File: src/rtl/nand_sweep_ctrl.sv
// nand_sweep_ctrl
// ---------------------------------------------------------------------------
// Drives one 2-input gate through its truth table, {A,B} = 00, 01, 10, 11.
// Each vector is held for SETTLE cycles and then sampled for one cycle. The
// four samples form a truth table that is compared with EXPECT.
//
// Ports:
//   clk        : rising-edge clock
//   rst_n      : asynchronous active-low reset
//   start      : begin a sweep (sampled only while idle)
//   abort      : cancel a sweep while settling or sampling
//   y          : output of the gate under control
//   a, b       : gate inputs (registered)
//   busy       : high while a sweep is in progress, including the done cycle
//   done       : one-cycle pulse at the end of a completed sweep
//   table_out  : captured truth table, bit index {A,B}
//   pass       : table_out == EXPECT, valid from done until the next start
//   fail_mask  : table_out ^ EXPECT, valid from done until the next start
//
// All outputs are registered, so there is no combinational path from y to
// any output.
// ---------------------------------------------------------------------------
module nand_sweep_ctrl #(
  parameter int unsigned SETTLE = 2,
  parameter logic [3:0]  EXPECT = 4'b0111
) (
  input  logic       clk,
  input  logic       rst_n,
  input  logic       start,
  input  logic       abort,
  input  logic       y,
  output logic       a,
  output logic       b,
  output logic       busy,
  output logic       done,
  output logic [3:0] table_out,
  output logic       pass,
  output logic [3:0] fail_mask
);

  typedef enum logic [1:0] {
    ST_IDLE   = 2'd0,
    ST_SETTLE = 2'd1,
    ST_SAMPLE = 2'd2,
    ST_DONE   = 2'd3
  } state_t;

  // Last settle count before moving to SAMPLE.
  localparam logic [7:0] SETTLE_LAST = 8'(SETTLE - 1);

  state_t     state_q, state_d;
  logic [1:0] idx_q, idx_d;
  logic [7:0] cnt_q, cnt_d;
  logic       a_q, a_d;
  logic       b_q, b_d;
  logic       busy_q, busy_d;
  logic       done_q, done_d;
  logic [3:0] table_q, table_d;
  logic       pass_q, pass_d;
  logic [3:0] fail_mask_q, fail_mask_d;
  logic [3:0] cap_s;

  // Difference between the captured and the expected table.
  function automatic logic [3:0] diff_mask(input logic [3:0] tbl, input logic [3:0] exp_tbl);
    return tbl ^ exp_tbl;
  endfunction

  // Next-state, next-vector and result computation.
  always_comb begin
    state_d     = state_q;
    idx_d       = idx_q;
    cnt_d       = cnt_q;
    a_d         = a_q;
    b_d         = b_q;
    busy_d      = busy_q;
    done_d      = 1'b0;
    table_d     = table_q;
    pass_d      = pass_q;
    fail_mask_d = fail_mask_q;
    cap_s       = table_q;

    case (state_q)
      ST_IDLE: begin
        a_d    = 1'b0;
        b_d    = 1'b0;
        busy_d = 1'b0;
        if (start && !abort) begin
          // Vector 00 is driven from the accepting edge; old results clear.
          state_d     = ST_SETTLE;
          idx_d       = 2'd0;
          cnt_d       = 8'd0;
          busy_d      = 1'b1;
          table_d     = 4'd0;
          pass_d      = 1'b0;
          fail_mask_d = 4'd0;
        end else begin
          state_d = ST_IDLE;
        end
      end

      ST_SETTLE: begin
        if (abort) begin
          state_d     = ST_IDLE;
          idx_d       = 2'd0;
          cnt_d       = 8'd0;
          a_d         = 1'b0;
          b_d         = 1'b0;
          busy_d      = 1'b0;
          table_d     = 4'd0;
          pass_d      = 1'b0;
          fail_mask_d = 4'd0;
        end else if (cnt_q == SETTLE_LAST) begin
          state_d = ST_SAMPLE;
          cnt_d   = 8'd0;
        end else begin
          cnt_d = cnt_q + 8'd1;
        end
      end

      ST_SAMPLE: begin
        if (abort) begin
          // The sample in flight is dropped along with earlier results.
          state_d     = ST_IDLE;
          idx_d       = 2'd0;
          cnt_d       = 8'd0;
          a_d         = 1'b0;
          b_d         = 1'b0;
          busy_d      = 1'b0;
          table_d     = 4'd0;
          pass_d      = 1'b0;
          fail_mask_d = 4'd0;
        end else begin
          cap_s        = table_q;
          cap_s[idx_q] = y;
          table_d      = cap_s;
          cnt_d        = 8'd0;
          if (idx_q == 2'd3) begin
            // Verdict is computed from the completed table so it is valid
            // in the same cycle as done.
            state_d     = ST_DONE;
            a_d         = 1'b0;
            b_d         = 1'b0;
            done_d      = 1'b1;
            pass_d      = (cap_s == EXPECT);
            fail_mask_d = diff_mask(cap_s, EXPECT);
          end else begin
            state_d    = ST_SETTLE;
            idx_d      = idx_q + 2'd1;
            {a_d, b_d} = idx_q + 2'd1;
          end
        end
      end

      ST_DONE: begin
        // abort is ignored here; the sweep already completed.
        state_d = ST_IDLE;
        idx_d   = 2'd0;
        a_d     = 1'b0;
        b_d     = 1'b0;
        busy_d  = 1'b0;
      end

      default: begin
        state_d     = ST_IDLE;
        idx_d       = 2'd0;
        cnt_d       = 8'd0;
        a_d         = 1'b0;
        b_d         = 1'b0;
        busy_d      = 1'b0;
        table_d     = 4'd0;
        pass_d      = 1'b0;
        fail_mask_d = 4'd0;
      end
    endcase
  end

  // State, counters and registered outputs.
  always_ff @(posedge clk or negedge rst_n) begin
    if (!rst_n) begin
      state_q     <= ST_IDLE;
      idx_q       <= 2'd0;
      cnt_q       <= 8'd0;
      a_q         <= 1'b0;
      b_q         <= 1'b0;
      busy_q      <= 1'b0;
      done_q      <= 1'b0;
      table_q     <= 4'd0;
      pass_q      <= 1'b0;
      fail_mask_q <= 4'd0;
    end else begin
      state_q     <= state_d;
      idx_q       <= idx_d;
      cnt_q       <= cnt_d;
      a_q         <= a_d;
      b_q         <= b_d;
      busy_q      <= busy_d;
      done_q      <= done_d;
      table_q     <= table_d;
      pass_q      <= pass_d;
      fail_mask_q <= fail_mask_d;
    end
  end

  assign a         = a_q;
  assign b         = b_q;
  assign busy      = busy_q;
  assign done      = done_q;
  assign table_out = table_q;
  assign pass      = pass_q;
  assign fail_mask = fail_mask_q;

endmodule

File: config.mk
export PLATFORM = sky130hd
export DESIGN_NAME = nand_sweep_ctrl
export DESIGN_NICKNAME = d
export VERILOG_FILES = /design/src/rtl/nand_sweep_ctrl.sv
export SDC_FILE = /design/constraint.sdc
export NUM_CORES = 1
export LEC_CHECK = 0
export BUFFER_PORTS_ARGS = -buffer_cell sky130_fd_sc_hd__buf_2
export CORE_ASPECT_RATIO = 1.1
export CORE_MARGIN = 3
export CORE_UTILIZATION = 56
export DETAILED_ROUTE_END_ITERATION = 8
export PLACE_DENSITY = 0.87
export SETUP_SLACK_MARGIN = 0.4
export SYNTH_ARGS = -nofsm -noshare
export SYNTH_HDL_FRONTEND = slang
export SYNTH_SLANG_ARGS = --single-unit
File: constraint.sdc
create_clock -name clk -period 2 [get_ports clk]
set_clock_uncertainty 0.1 [all_clocks]
set_input_delay 0.4 -clock clk [delete_from_list [all_inputs] [get_ports clk]]
set_output_delay 0.4 -clock clk [all_outputs]
set_load 0.005 [all_outputs]
==> results.md <==
- Crit Path Category: reg2reg
- Largest net degree at the start of global routing: 26
- Syn Area/Cell: 10.6 um^2
- Unique cell type count in the Yosys netlist: 36
- H-tree Lvls: 1
- Routed met2 length: 2050 um
- Via density: 6.14
- Clk buf depth: 2
- Hold-critical path depth: 3
- Routed length on met3: 167 um
- # IOs: 18
- Fin nets: 183
- Worst Tran Pin Value: 594 ps
- Final setup fails: 0
- Hold Fails Final Rpt: 0
- Syn Nets: 147
- Element type at the critical path start: flop
- Row cnt: 18
- Setup TNS: 0 ps
- First-pass GRT wire length: 6090 um
- Outcome: complete, no violations
- Met1 Wirelength: 1620 um
- Worst hold margin: between 200 and 300 ps
- TritonCTS clock tree: yes
- DR iter-0 viols: 35
- Sequential area share after synthesis: 45.0%
- Worst-path fanout max: 4
- TritonCTS Buffers: 3
- Peak supply drop: around 0.57 mV
- N_diodes: 0
- Rel. slew slack: 60.4%
- Layout cell share with drive strength beyond 1: 45.2%
- Antenna Violating Nets Remaining: 0
- Max Used Layer: met4
- Final period utilization: 95.0%
- FMAX: 0.526 GHz
- Die area: 3120 um^2
- Leak pwr: 0.858 nW
- Critical Path AT: 2050 ps
- GRT Total Usage: 28.3%
- Number of synthesized flops with an enable pin: 0
- Core footprint: 2300 um^2
- Die height: 58.3 um
- CP endpoint kind: flop
- Async SR Flop Fraction: 100%
- Clock Latency Late Sink: 340 ps
- GR Overflow Total: 0
- Total of max-cap violations: 0
- Synthesis warning total: 0
- Worst min path class: in2reg
- Routed WL: between 4000 and 5000 um
- HPWL after DPL: 2110 um
- Num Clock Sinks: 25
- Chip width: around 54 um
- RePlAce Congestion: between 0.8 and 0.9
- PwrDens: 527 nW/um^2
- Reg2reg path depth: 5
- Syn Inst Count: 131
- Max-slew violations: 0
- PortBufs: 17
- Most used DFF post-synth: dfrtp_1
- Initial Util: around three fifths
- Number of global-route vias before repair: 1223
- Flops & latches, synth: 25
- Min Tclk post-route: 1900 ps
- Post-Syn Area: between 1000 and 1500 um^2
- Area grow syn2layout: 32.9%
- DRC viols: 0
- Routed len/inst: 20.6 um
- Root Buffer: clkbuf_4
- Pre-Repair DR Iteration Count: 4
- RSZ-0062 raised after global routing: yes
- CP Data Required Time: 2150 ps
- Total vias in the final route: 1204
- Worst-path clk slew: approximately 150 ps
- Initial antenna violation count: 0
registers in the layout, summed over array words and instances (netlist names):
register,count
a,1
b,1
busy,1
cnt_q,8
done,1
fail_mask,4
idx_q,2
pass,1
state_q,2
table_out,4
metrics by stage:
stage               cells  setup WS (ps)  total power, mW  utilization (%)  area (um^2)
detailed placement    180           34.8            0.666             68.0         1560
CTS                   194            185            0.944             76.7         1760
global placement      180            104            0.659             68.0         1560
global route          196           52.8             1.02             80.4         1850
floorplan             131            157            0.623                -         1430
finish                196           99.6            0.973             80.4         1850
worst paths after layout:
kind,start,slack [ps],to
min in group asynchronous,rst_n,480,idx_q[0]
max in group asynchronous,rst_n,930,fail_mask[2]
hold / removal,y,280,table_out[1]
hold reg to reg,fail_mask[2],430,fail_mask[2]
setup reg to reg,cnt_q[5],100,cnt_q[0]
setup / recovery,cnt_q[5],100,cnt_q[0]
final cells by class:
class | instances | area, um^2
inverter | 9 | 33.8
clock buffer | 3 | 22.5
timing repair buffer | 34 | 223
clock inverter | 1 | 5.00
sequential | 25 | 626
tap | 30 | 37.5
multi-input combinational | 94 | 901
fill | 122 | 449
repair_timing:
item                       CTS  global route
hold endpoints to repair    25             0
setup endpoints to repair   20            21
pin swaps                    4             3
hold buffers                 1             0
setup buffers                9             2
gates resized for setup     22            13
kinds of logic (layout without fill, tap and decap cells):
| group | after synthesis | after routing | synth area share (%) |
|---|---|---|---|
| multiplexers | 9 | 9 | 6.75 |
| flip-flops | 25 | 25 | 45.0 |
| buffers and inverters | 12 | 47 | 3.33 |
| AO/OA/AOI/OAI | 28 | 28 | 17.2 |
| XOR/XNOR | 5 | 5 | 3.15 |
| AND/OR/NAND/NOR | 41 | 41 | 14.7 |
| adder cells (fa/ha/maj) | 11 | 11 | 9.90 |
worst max-delay path: stages (launching register included):
cell and delay, ps:
dfrtp_1 430, or4_4 540, o41ai_4 320, buf_4 210
nor3_1 60, a21o_1 150
cells in the mapped netlist, types with 2 or more instances:
master / count / area (um^2)
a21o_1: 2 / 15.0
and2_1: 2 / 12.5
inv_1: 9 / 33.8
nand2_1: 10 / 37.5
nor2b_1: 2 / 12.5
nand2b_1: 2 / 12.5
xnor2_1: 5 / 43.8
a21bo_2: 2 / 20.0
a21oi_1: 5 / 25.0
mux2i_1: 6 / 60.1
nor3_1: 3 / 15.0
a211oi_1: 3 / 22.5
ha_1: 11 / 138
dfrtp_1: 25 / 626
a22o_1: 3 / 26.3
nand3_1: 3 / 15.0
o21ai_0: 4 / 20.0
nor2_1: 13 / 48.8
mux2_2: 3 / 33.8
clkbuf_1: 2 / 7.51
routing by layer:
| layer | vias up | global-route usage (%) |
|---|---|---|
| li1 | 529 | - |
| met1 | 612 | 34.7 |
| met2 | 44 | 45.5 |
| met3 | 19 | 4.11 |
| met4 | 0 | 18.6 |
| met5 | - | 0 |
power breakdown:
group | total (mW) | internal, mW | leakage (nW) | switching, mW
clock network | 0.240 | 0.0754 | 0.0177 | 0.165
registers | 0.524 | 0.513 | 0.347 | 0.0103
logic | 0.209 | 0.0889 | 0.493 | 0.120
total | 0.973 | 0.678 | 0.858 | 0.296
cell usage in the layout (no fill, tap or decap), types with 5 or more instances in the layout:
| cell | synthesis | final |
|---|---|---|
| dfrtp_1 | 25 | 25 |
| buf_2 | 1 | 17 |
| buf_4 | 0 | 14 |
| nand2_1 | 10 | 10 |
| nor2_1 | 13 | 10 |
| inv_1 | 9 | 7 |
| ha_1 | 11 | 6 |
| mux2i_1 | 6 | 5 |
| xnor2_1 | 5 | 5 |
Power figures use the tool's default switching activity.
